### src/rtl/fma_pkg.sv
// Shared FMA datapath constants and the CPA control state type.
//   FMA_WIDTH  width of the compressor sum/carry vectors
//   CPA_SEG_W  bits the carry-propagate adder resolves per cycle
//   CPA_NSEG   number of segments (cycles) needed to resolve a full vector
package fma_pkg;

  localparam int FMA_WIDTH = 48;
  localparam int CPA_SEG_W = 12;
  localparam int CPA_NSEG  = FMA_WIDTH / CPA_SEG_W;

  typedef enum logic [1:0] {
    IDLE = 2'd0,
    BUSY = 2'd1,
    DONE = 2'd2
  } cpa_state_e;

endpackage

### src/rtl/cpa_segment.sv
// Combinational SEG_W-bit ripple segment of the carry-propagate adder.
//   a, b  : segment operands
//   cin   : carry from the previous (lower) segment
//   s     : segment sum
//   cout  : carry into the next (higher) segment
module cpa_segment #(
  parameter int SEG_W = 12
) (
  input  logic [SEG_W-1:0] a,
  input  logic [SEG_W-1:0] b,
  input  logic             cin,
  output logic [SEG_W-1:0] s,
  output logic             cout
);

  assign {cout, s} = {1'b0, a} + {1'b0, b} + {{SEG_W{1'b0}}, cin};

endmodule

### src/rtl/csa_resolve_cpa.sv
// Resolves a carry-save (sum, carry, cout) triple from the FMA 4:2 compressor
// into a binary result = sum + (carry << 1) + (cout << WIDTH), one SEG_W-bit
// segment per cycle through a single shared segment adder.
//   clk, rst_n           : clock, asynchronous active-low reset
//   in_valid / in_ready  : operand handshake (accepted only in IDLE)
//   sum_in, carry_in     : compressor vectors (carry bit i weighs 2^(i+1))
//   cout_in              : compressor top carry, weight 2^WIDTH
//   out_valid / out_ready: result handshake (held in DONE until taken)
//   result               : WIDTH+2 bit unsigned sum, cannot wrap
module csa_resolve_cpa
  import fma_pkg::*;
#(
  parameter int WIDTH = FMA_WIDTH,
  parameter int SEG_W = CPA_SEG_W
) (
  input  logic             clk,
  input  logic             rst_n,
  input  logic             in_valid,
  output logic             in_ready,
  input  logic [WIDTH-1:0] sum_in,
  input  logic [WIDTH-1:0] carry_in,
  input  logic             cout_in,
  output logic             out_valid,
  input  logic             out_ready,
  output logic [WIDTH+1:0] result
);

  localparam int NSEG = WIDTH / SEG_W;
  localparam int SIW  = (NSEG > 1) ? $clog2(NSEG) : 1;
  localparam logic [SIW-1:0] SEG_LAST = SIW'(NSEG - 1);

  cpa_state_e       state_q, state_d;
  logic [WIDTH-1:0] a_q, a_d;
  logic [WIDTH-1:0] b_q, b_d;
  logic [1:0]       t_q, t_d;        // carry_in MSB + cout_in, both weight 2^WIDTH
  logic             carry_q, carry_d;
  logic [SIW-1:0]   seg_idx_q, seg_idx_d;
  logic [WIDTH+1:0] result_q, result_d;

  logic [SEG_W-1:0] seg_a, seg_b, seg_s;
  logic             seg_co;

  // The shared adder sees the slice selected by the segment counter.
  assign seg_a = a_q[seg_idx_q*SEG_W +: SEG_W];
  assign seg_b = b_q[seg_idx_q*SEG_W +: SEG_W];

  cpa_segment #(.SEG_W(SEG_W)) u_seg (
    .a    (seg_a),
    .b    (seg_b),
    .cin  (carry_q),
    .s    (seg_s),
    .cout (seg_co)
  );

  assign in_ready  = (state_q == IDLE);
  assign out_valid = (state_q == DONE);
  assign result    = result_q;

  always_comb begin
    state_d   = state_q;
    a_d       = a_q;
    b_d       = b_q;
    t_d       = t_q;
    carry_d   = carry_q;
    seg_idx_d = seg_idx_q;
    result_d  = result_q;
    case (state_q)
      IDLE: begin
        if (in_valid) begin
          a_d       = sum_in;
          // Pre-shift the carry vector; its MSB falls out at weight 2^WIDTH
          // and is folded into the top bits together with cout_in.
          b_d       = {carry_in[WIDTH-2:0], 1'b0};
          t_d       = {1'b0, carry_in[WIDTH-1]} + {1'b0, cout_in};
          carry_d   = 1'b0;
          seg_idx_d = '0;
          state_d   = BUSY;
        end
      end
      BUSY: begin
        result_d[seg_idx_q*SEG_W +: SEG_W] = seg_s;
        carry_d = seg_co;
        if (seg_idx_q == SEG_LAST) begin
          // T <= 2 and final carry <= 1, so the top two bits never wrap.
          result_d[WIDTH+1:WIDTH] = t_q + {1'b0, seg_co};
          state_d = DONE;
        end else begin
          seg_idx_d = seg_idx_q + SIW'(1);
        end
      end
      DONE: begin
        if (out_ready) state_d = IDLE;
      end
      default: state_d = IDLE;
    endcase
  end

  always_ff @(posedge clk or negedge rst_n) begin
    if (!rst_n) begin
      state_q   <= IDLE;
      a_q       <= '0;
      b_q       <= '0;
      t_q       <= '0;
      carry_q   <= 1'b0;
      seg_idx_q <= '0;
      result_q  <= '0;
    end else begin
      state_q   <= state_d;
      a_q       <= a_d;
      b_q       <= b_d;
      t_q       <= t_d;
      carry_q   <= carry_d;
      seg_idx_q <= seg_idx_d;
      result_q  <= result_d;
    end
  end

endmodule

### config.mk
export PLATFORM = sky130hd
export DESIGN_NAME = csa_resolve_cpa
export DESIGN_NICKNAME = d
export VERILOG_FILES = /design/src/rtl/fma_pkg.sv /design/src/rtl/cpa_segment.sv /design/src/rtl/csa_resolve_cpa.sv
export SDC_FILE = /design/constraint.sdc
export NUM_CORES = 1
export LEC_CHECK = 0
export BUFFER_PORTS_ARGS = -buffer_cell sky130_fd_sc_hd__buf_2
export CELL_PAD_IN_SITES_DETAIL_PLACEMENT = 1
export CELL_PAD_IN_SITES_GLOBAL_PLACEMENT = 1
export CORE_MARGIN = 5
export CORE_UTILIZATION = 47
export CTS_CLUSTER_DIAMETER = 80
export DETAILED_ROUTE_END_ITERATION = 6
export PLACE_DENSITY_LB_ADDON = 0.1
export SLEW_MARGIN = 15
export SYNTH_ARGS = -nofsm -noshare
export SYNTH_HDL_FRONTEND = slang
export SYNTH_SLANG_ARGS = --single-unit
### constraint.sdc
create_clock -name clk -period 10.15 [get_ports clk]
set_input_delay 1.015 -clock clk [delete_from_list [all_inputs] [get_ports clk]]
set_output_delay 1.015 -clock clk [all_outputs]
set_load 0.01 [all_outputs]
==> results.sh, run 1 <==
export IMPL_outcome="completed"
export IMPL_seq_area_um2=3800
export IMPL_required_ns=10.43
export IMPL_avgRoutedWirePerCell_um=21.0
export IMPL_ant_nets=0
export IMPL_drt_pass1_iter_count=4
export IMPL_relSlewSlack_pct=40.9
export IMPL_drv_cap=0
export IMPL_synth_most_common_cell="dfrtp_1"
export IMPL_dieArea_um2=17900
export IMPL_ys_ff_latch=152
export IMPL_vias=5054
export IMPL_skew_ns=0.00981
export IMPL_rsz0062_at_grt="false"
export IMPL_wl_met2_mm=10.1
export IMPL_area_delta_synth_final_pct=21.2
export IMPL_h_tree_depth=4
export IMPL_synth_top_area_cell="dfrtp_1"
export IMPL_fin_nets=816
export IMPL_fillCellCount=1542
export IMPL_synthesis_area_um2=7210
export IMPL_cts_tree="yes"
export IMPL_hold_buffers=0
export IMPL_io_pin_count=153
export IMPL_n_antenna_cell=0
export IMPL_hold_path_class="reg2reg"
export IMPL_grt_first_pass_wirelength_mm=30.1
export IMPL_worst_ep_arrival_time_ns=4.33
export IMPL_vias_per_cell=5.65
export IMPL_min_period_ns=4.05
export IMPL_fmax_mhz=247
export IMPL_port_buffers=152
export IMPL_synth_edf_count=0
export IMPL_clkSlewWorstSetupHoldPaths_ns=0.06
export IMPL_topRoutingLayerUsed="met5"
export IMPL_drt_met1_wl_mm=7.42
export IMPL_route_detailed_drc=0
export IMPL_drive_above_1_share_pct=46.5
export IMPL_worstMarginPinSlew_ns=0.886
export IMPL_grt_overflow=0
export IMPL_grtUsageTotal_pct=21.7
export IMPL_critPathLaunchType="flop"
export IMPL_yosys_cell_types_count=62
export IMPL_critPathMaxFanout=41
export IMPL_maxSlewViolCount=0
export IMPL_avgSynthCellArea_um2=13.2
export IMPL_cts_made_buffers=17
export IMPL_hold_viol=0
export IMPL_coreArea_um2=15100
export IMPL_ctsLongestPathBuffers=2
export IMPL_synth_area_top_cells="dfrtp_1 53%, mux2_2 15%, mux4_2 7.2%"
export IMPL_start_util_pct=47.6
export IMPL_cts_setup_buffers=0
export IMPL_root_buffer="clkbuf_16"
export IMPL_hpwl_mm=13.3
export IMPL_setup_viol=0
export IMPL_post_route_period_util_pct=39.9
export IMPL_grt_pass1_vias=5639
export IMPL_ys_top_cells_by_count="152 x dfrtp_1, 98 x mux2_2, 47 x nand2_1, 39 x o21ai_0, 23 x mux4_2"
export IMPL_synth_flop_cell="dfrtp_1"
export IMPL_die_w_um=134
export IMPL_drt_initial_drc_count=221
export IMPL_syn_nets=668
export IMPL_cts_sinks=152
export IMPL_ys_warn_count=0
export IMPL_tns_ns=0
export IMPL_worstSkewPairLatency_ns=0.43
export IMPL_yosysTopAreaCellShare_pct=52.7
export IMPL_ff2ff_setup_slack_ns=6.10
export IMPL_syn_inst=545
export IMPL_ys_seq_area_share_pct=52.7
export IMPL_die_y_um=134
export IMPL_wl_mm=18.8
export IMPL_num_rows=45
export IMPL_grt_max_degree=99
export IMPL_gp_congestion=0.803
export IMPL_critical_path_class="reg2reg"
export IMPL_dr_wl_met3_um=876
export IMPL_antenna_found_initial=1
export IMPL_cts_resized=0
export IMPL_async_flop_share_pct=100
export IMPL_endpoint_kind="flop"
export IMPL_multi_input_area_um2=3230
[cells by family (layout without fill, tap and decap cells)]
logic type	Yosys count	after routing	synth area share [%]
xor gates and xnor gates	12	12	1.77
buffers and inverters	36	197	2.53
adders and majority gates	22	22	4.03
AOI/OAI and AO/OA	102	102	9.80
DFF	152	152	52.7
and+or+nand+nor	96	96	6.09
muxes	125	125	23.0
[area by class of cell]
cell class                      instances  area share [%]
Clock inverter                         12            1.99
Multi-Input combinational cell        357            37.0
Inverter                                9           0.386
Clock buffer                           20            5.22
Tap cell                              188            2.69
Sequential cell                       152            43.5
Timing Repair Buffer                  156            9.20
[per-layer routing]
metal	GRT usage, %	up-vias
met4	7.37	2
li1	-	2303
met5	0	-
met1	25.5	2581
met2	39.4	137
met3	4.84	31
[worst max-delay path, stage by stage (launching register included)]
cell     delay [ns]
dfrtp_2        0.37
buf_4          0.57
mux2i_1        0.25
o21ai_0        0.11
fa_1           0.42
fa_1           0.47
a211o_2        0.39
a21oi_1        0.17
o21ai_0        0.16
a21o_1         0.22
a21o_1         0.20
ha_1           0.19
xor2_1         0.16
a21oi_1        0.13
o21ai_0        0.08
[flip-flops by register name, indices dropped and copies added (netlist names)]
signal,cells
seg_idx_q,2
t_q,2
carry_q,1
state_q,2
result,50
b_q,47
a_q,48
[stage by stage]
| stage | area (um^2) | hold WS [ns] | cells | util, % | worst slack, ns |
|---|---|---|---|---|---|
| after global routing | 8740 | 0.506 | 894 | 57.7 | 5.81 |
| after CTS | 8730 | 0.484 | 894 | 57.6 | 6.07 |
| after global placement | 8100 | 0.458 | 862 | 53.5 | 6.19 |
| after detailed placement | 8100 | 0.471 | 862 | 53.5 | 6.08 |
| final | 8740 | 0.478 | 894 | 57.7 | 6.10 |
| after floorplan | 7210 | 0.475 | 545 | - | 6.08 |
[cells in the final DEF (no fill, tap or decap), drive strengths merged, types with 8 or more instances in the layout]
cell,netlist,routed
a22oi,8,8
mux2,98,98
nor2,16,16
inv,8,8
ha,20,20
clkbuf,19,20
a22o,13,13
clkinv,1,8
o21ai,41,41
dfrtp,152,152
buf,7,156
a21oi,13,13
nand2,48,48
mux4,23,23
[path summary, 6_finish.rpt]
kind                              start         end  depth (start not counted)
max                        seg_idx_q[0]  result[49]                         14
min                          result[29]  result[29]                          2
max reg2reg                seg_idx_q[0]  result[49]                         14
min reg2reg                  result[29]  result[29]                          2
max in group asynchronous         rst_n     b_q[37]                          2
min in group asynchronous         rst_n      t_q[0]                          1
Power of run 1 is left out: the tool's default activity adds up to more than one toggle a clock period on the data nets, which glitch-free logic cannot reach.
==> run 2: changes to the inputs <==
- CORE_UTILIZATION: 47 -> 44
- clock period: 10.15 -> 4.2 ns (I/O delays scaled with it)
==> run 2 against run 1 <==
Non-clock buffer count up 3; clock-buffer cell count down 2; maximum frequency up 8.6%; first-iteration DRC count up 38%; sequential share of layout area down 0.062 points; worst setup slack worse by 5.6 ns; global-route usage down 1.1 points; cell count up 3.5%; clock skew down 0.0028 ns; hold slack worse by 0.45 ns; register-to-register slack worse by 5.6 ns; largest cell class unchanged.
==> results.sh, run 2 (synthesis results as in run 1) <==
export IMPL_vias=5024
export IMPL_critPathMaxStageDelay_ns=0.47
export IMPL_setup_viol=0
export IMPL_hpwl_mm=14.4
export IMPL_fmax_mhz=268
export IMPL_avgRoutedWirePerCell_um=20.7
export IMPL_multi_input_area_um2=3230
export IMPL_vias_per_cell=5.43
export IMPL_h_tree_depth=4
export IMPL_area_delta_synth_final_pct=21.4
export IMPL_largest_reg_flops=50
export IMPL_fin_nets=819
export IMPL_min_period_ns=3.73
export IMPL_required_ns=4.48
export IMPL_ctsLongestPathBuffers=2
export IMPL_drt_initial_drc_count=304
export IMPL_cp_common_cell="o21ai_0"
export IMPL_die_y_um=138
export IMPL_route_detailed_drc=0
export IMPL_cts_tree="yes"
export IMPL_cts_made_buffers=17
export IMPL_hold_viol=0
export IMPL_worst_ep_arrival_time_ns=4.01
export IMPL_hold_buffers=0
export IMPL_critPathMaxFanout=41
export IMPL_tns_ns=0
export IMPL_seq_area_um2=3800
export IMPL_maxSlewViolCount=0
export IMPL_relSlewSlack_pct=32.2
export IMPL_wl_mm=19.1
export IMPL_grtUsageTotal_pct=20.7
export IMPL_coreArea_um2=16000
export IMPL_worstSkewPairLatency_ns=0.43
export IMPL_gp_congestion=0.830
export IMPL_grt_pass1_vias=5750
export IMPL_die_w_um=138
export IMPL_skew_ns=0.00699
export IMPL_rsz0062_at_grt="false"
export IMPL_drive_above_1_share_pct=46.7
export IMPL_dieArea_um2=19100
export IMPL_hold_path_class="in2async"
export IMPL_crit_chain="buf_12 -> mux2i_1 -> o21ai_0 -> fa_1 -> fa_1 -> a211o_2 -> a21oi_1 -> o21ai_0 -> a21o_1 -> a21o_1 -> ha_1 -> xor2_1 -> a21oi_1 -> o21ai_0"
export IMPL_clkSlewWorstSetupHoldPaths_ns=0.06
export IMPL_critical_path_class="reg2reg"
export IMPL_io_pin_count=153
export IMPL_grt_first_pass_wirelength_mm=31.3
export IMPL_critPathLaunchType="flop"
export IMPL_ant_nets=0
export IMPL_cts_sinks=152
export IMPL_drv_cap=0
export IMPL_worstMarginPinSlew_ns=1.02
export IMPL_n_antenna_cell=0
export IMPL_start_util_pct=45.1
export IMPL_post_route_period_util_pct=88.8
export IMPL_drt_pass1_iter_count=4
export IMPL_cts_resized=0
export IMPL_endpoint_kind="flop"
export IMPL_grt_overflow=0
export IMPL_outcome="completed"
export IMPL_fillCellCount=1700
export IMPL_port_buffers=152
export IMPL_grt_max_degree=78
export IMPL_antenna_found_initial=0
export IMPL_cts_setup_buffers=0
export IMPL_crit_slowest_cell="fa_1"
export IMPL_num_rows=46
export IMPL_final_cell_mix="151 x dfrtp_1, 151 x buf_2, 98 x mux2_2, 47 x nand2_1, 39 x o21ai_0"
export IMPL_root_buffer="clkbuf_16"
run 2: area by class of cell:
cell class                      instances  area share (%)
Inverter                                9           0.386
Clock buffer                           18            5.02
Tap cell                              216            3.09
Timing Repair Buffer                  159            9.50
Sequential cell                       152            43.5
Multi-Input combinational cell        357            36.9
Clock inverter                         14            1.69
run 2: per-layer routing:
metal	GRT usage, %	routed length, um
met5	0	0
met1	24.1	7520
met2	36.9	10200
met3	4.93	941
met4	8.01	480
run 2: through the flow:
stage	std cells	hold WS (ns)	setup slack, ns	util, %	area (um^2)
6_report	925	0.0230	0.471	54.7	8760
5_1_grt	925	0.0730	0.189	54.7	8760
4_1_cts	925	0.0425	0.428	54.7	8760
3_5_place_dp	893	0.467	0.437	51.1	8170
3_3_place_gp	893	0.460	0.518	51.1	8170
2_1_floorplan	545	0.124	0.126	-	7210
run 2: worst max-delay path, delay by kind of cell (launching register included):
kind	cells	cell delay, ns
flops	1	0.40
compound gates	8	1.45
mux	1	0.22
xor+xnor	1	0.16
buf+inv	1	0.28
fa+ha+maj	3	1.07
run 2: worst paths after layout:
path                       slack (ns)  cells past startpoint         end    startpoint
max in group asynchronous        3.20                      2   result[5]         rst_n
hold / removal                   0.02                      1  result[45]         rst_n
setup / recovery                 0.47                     14  result[49]  seg_idx_q[0]
hold reg to reg                  0.47                      2   result[1]     result[1]
setup reg to reg                 0.47                     14  result[49]  seg_idx_q[0]
min in group clk                 0.22                      2     b_q[43]  carry_in[42]
Power of run 2 is left out for the same reason.
==> run 3: changes to the inputs <==
- CORE_ASPECT_RATIO: default -> 0.5
- CTS_CLUSTER_DIAMETER: 80 -> 60
==> run 3 against run 2 <==
Sequential share of layout area fell by 0.22 points; flip-flop and latch count did not move; clock skew increased by 0.0052 ns; worst setup slack worse by 0.092 ns; first-iteration DRC count shrank 31%; die area increased by 0.82%; hold slack improved by 0.035 ns; utilization decreased by 0.49 points; cell area is 0.51% higher; register-to-register slack lost 0.09 ns; non-clock buffer count up 4; via count about the same.
==> results.sh, run 3 (synthesis results as in run 1) <==
export IMPL_outcome="completed"
export IMPL_cts_tree="yes"
export IMPL_post_route_period_util_pct=91.0
export IMPL_worstSkewPairLatency_ns=0.43
export IMPL_grtUsageTotal_pct=20.6
export IMPL_crit_slowest_cell="fa_1"
export IMPL_critical_path_top_delay_family="compound AO/OA/AOI/OAI gates"
export IMPL_tns_ns=0
export IMPL_n_antenna_cell=0
export IMPL_required_ns=4.48
export IMPL_wl_mm=18.9
export IMPL_gp_congestion=0.795
export IMPL_skew_ns=0.0122
export IMPL_die_y_um=101
export IMPL_cts_resized=0
export IMPL_path_buf_inv=1
export IMPL_die_w_um=191
export IMPL_crit_chain="buf_12 -> mux2i_1 -> o21ai_0 -> fa_1 -> fa_1 -> a211o_2 -> a21oi_1 -> o21ai_0 -> a21o_1 -> a21o_1 -> ha_1 -> xor2_1 -> a21oi_1 -> o21ai_0"
export IMPL_ctsLongestPathBuffers=2
export IMPL_largest_reg_flops=50
export IMPL_worst_ep_arrival_time_ns=4.10
export IMPL_relSlewSlack_pct=44.0
export IMPL_coreArea_um2=16200
export IMPL_fin_nets=823
export IMPL_vias_per_cell=5.35
export IMPL_port_buffers=152
export IMPL_critPathMaxFanout=41
export IMPL_final_cell_mix="151 x dfrtp_1, 151 x buf_2, 98 x mux2_2, 47 x nand2_1, 39 x o21ai_0"
export IMPL_route_detailed_drc=0
export IMPL_cts_setup_buffers=0
export IMPL_hold_path_class="in2async"
export IMPL_endpoint_kind="flop"
export IMPL_hold_viol=0
export IMPL_setup_viol=0
export IMPL_critPathLaunchType="flop"
export IMPL_antenna_found_initial=0
export IMPL_critPathMaxStageDelay_ns=0.46
export IMPL_start_util_pct=44.4
export IMPL_hold_buffers=0
export IMPL_dieArea_um2=19200
export IMPL_grt_first_pass_wirelength_mm=30.3
export IMPL_rsz0062_at_grt="false"
export IMPL_cts_made_buffers=17
export IMPL_final_util_pct=54.2
export IMPL_grt_pass1_vias=5488
export IMPL_drt_initial_drc_count=209
export IMPL_grt_max_degree=88
export IMPL_placed_cell_area_um2=8210
export IMPL_cts_sinks=152
export IMPL_drt_pass1_iter_count=4
export IMPL_fmax_mhz=262
export IMPL_h_tree_depth=4
export IMPL_maxSlewViolCount=0
export IMPL_min_period_ns=3.82
export IMPL_ant_nets=0
export IMPL_cp_common_cell="o21ai_0"
export IMPL_root_buffer="clkbuf_16"
export IMPL_avgRoutedWirePerCell_um=20.1
export IMPL_grt_overflow=0
export IMPL_num_rows=33
export IMPL_hpwl_mm=13.7
export IMPL_io_pin_count=153
export IMPL_fillCellCount=1718
export IMPL_clkSlewWorstSetupHoldPaths_ns=0.06
export IMPL_timing_hold_ws_ns=0.0583
export IMPL_critical_path_class="reg2reg"
export IMPL_worstMarginPinSlew_ns=0.839
export IMPL_fin_area_um2=8800
export IMPL_drive_above_1_share_pct=46.7
export IMPL_drv_cap=0
export IMPL_area_delta_synth_final_pct=22.0
export IMPL_vias=5027
==> run 3: cell count changes in the layout (fill, tap and decap cells not counted), sizes merged <==
| cell | previous run | this run |
|---|---|---|
| buf | 159 | 163 |
| bufinv | 2 | 3 |
| clkbuf | 18 | 19 |
| clkinvlp | 2 | 3 |
| inv | 11 | 8 |
==> run 3: metal layers <==
| layer | vias to the layer above | global-route usage (%) | wire length, um |
|---|---|---|---|
| met4 | 0 | 4.14 | 153 |
| met5 | - | 0 | 0 |
| met1 | 2597 | 28.3 | 8840 |
| li1 | 2314 | - | - |
| met2 | 104 | 33.8 | 9060 |
| met3 | 12 | 5.26 | 858 |
==> run 3: path summary, 6_finish.rpt <==
check	startpoint	to	slack [ns]	cells after the start
hold / removal	rst_n	result[21]	0.06	1
min in group clk	carry_in[1]	b_q[2]	0.21	2
hold reg to reg	result[14]	result[14]	0.48	2
max in group asynchronous	rst_n	b_q[4]	3.14	2
setup reg to reg	seg_idx_q[0]	result[49]	0.38	14
setup / recovery	seg_idx_q[0]	result[49]	0.38	14
==> run 3: area by class of cell <==
| type | count | area [um^2] | area share (%) |
|---|---|---|---|
| clock buffer | 19 | 433 | 4.92 |
| clock inverter | 13 | 155 | 1.76 |
| inverter | 9 | 33.8 | 0.384 |
| multi-input combinational | 357 | 3230 | 36.7 |
| sequential | 152 | 3800 | 43.2 |
| tap | 227 | 284 | 3.23 |
| timing repair buffer | 163 | 862 | 9.80 |
==> run 3: metrics by stage <==
step | std cells | setup slack [ns]
final | 940 | 0.379
after global routing | 940 | 0.123
after CTS | 940 | 0.370
after detailed placement | 908 | 0.424
after global placement | 908 | 0.515
after floorplan | 545 | 0.126
==> run 3: worst register-to-register path, cell delays in order (launching register included) <==
cell	delay, ns
dfrtp_2	0.39
buf_12	0.29
mux2i_1	0.23
o21ai_0	0.11
fa_1	0.42
fa_1	0.46
a211o_2	0.38
a21oi_1	0.17
o21ai_0	0.16
a21o_1	0.21
a21o_1	0.21
ha_1	0.20
xor2_1	0.16
a21oi_1	0.18
o21ai_0	0.09
Power of run 3 is left out for the same reason.
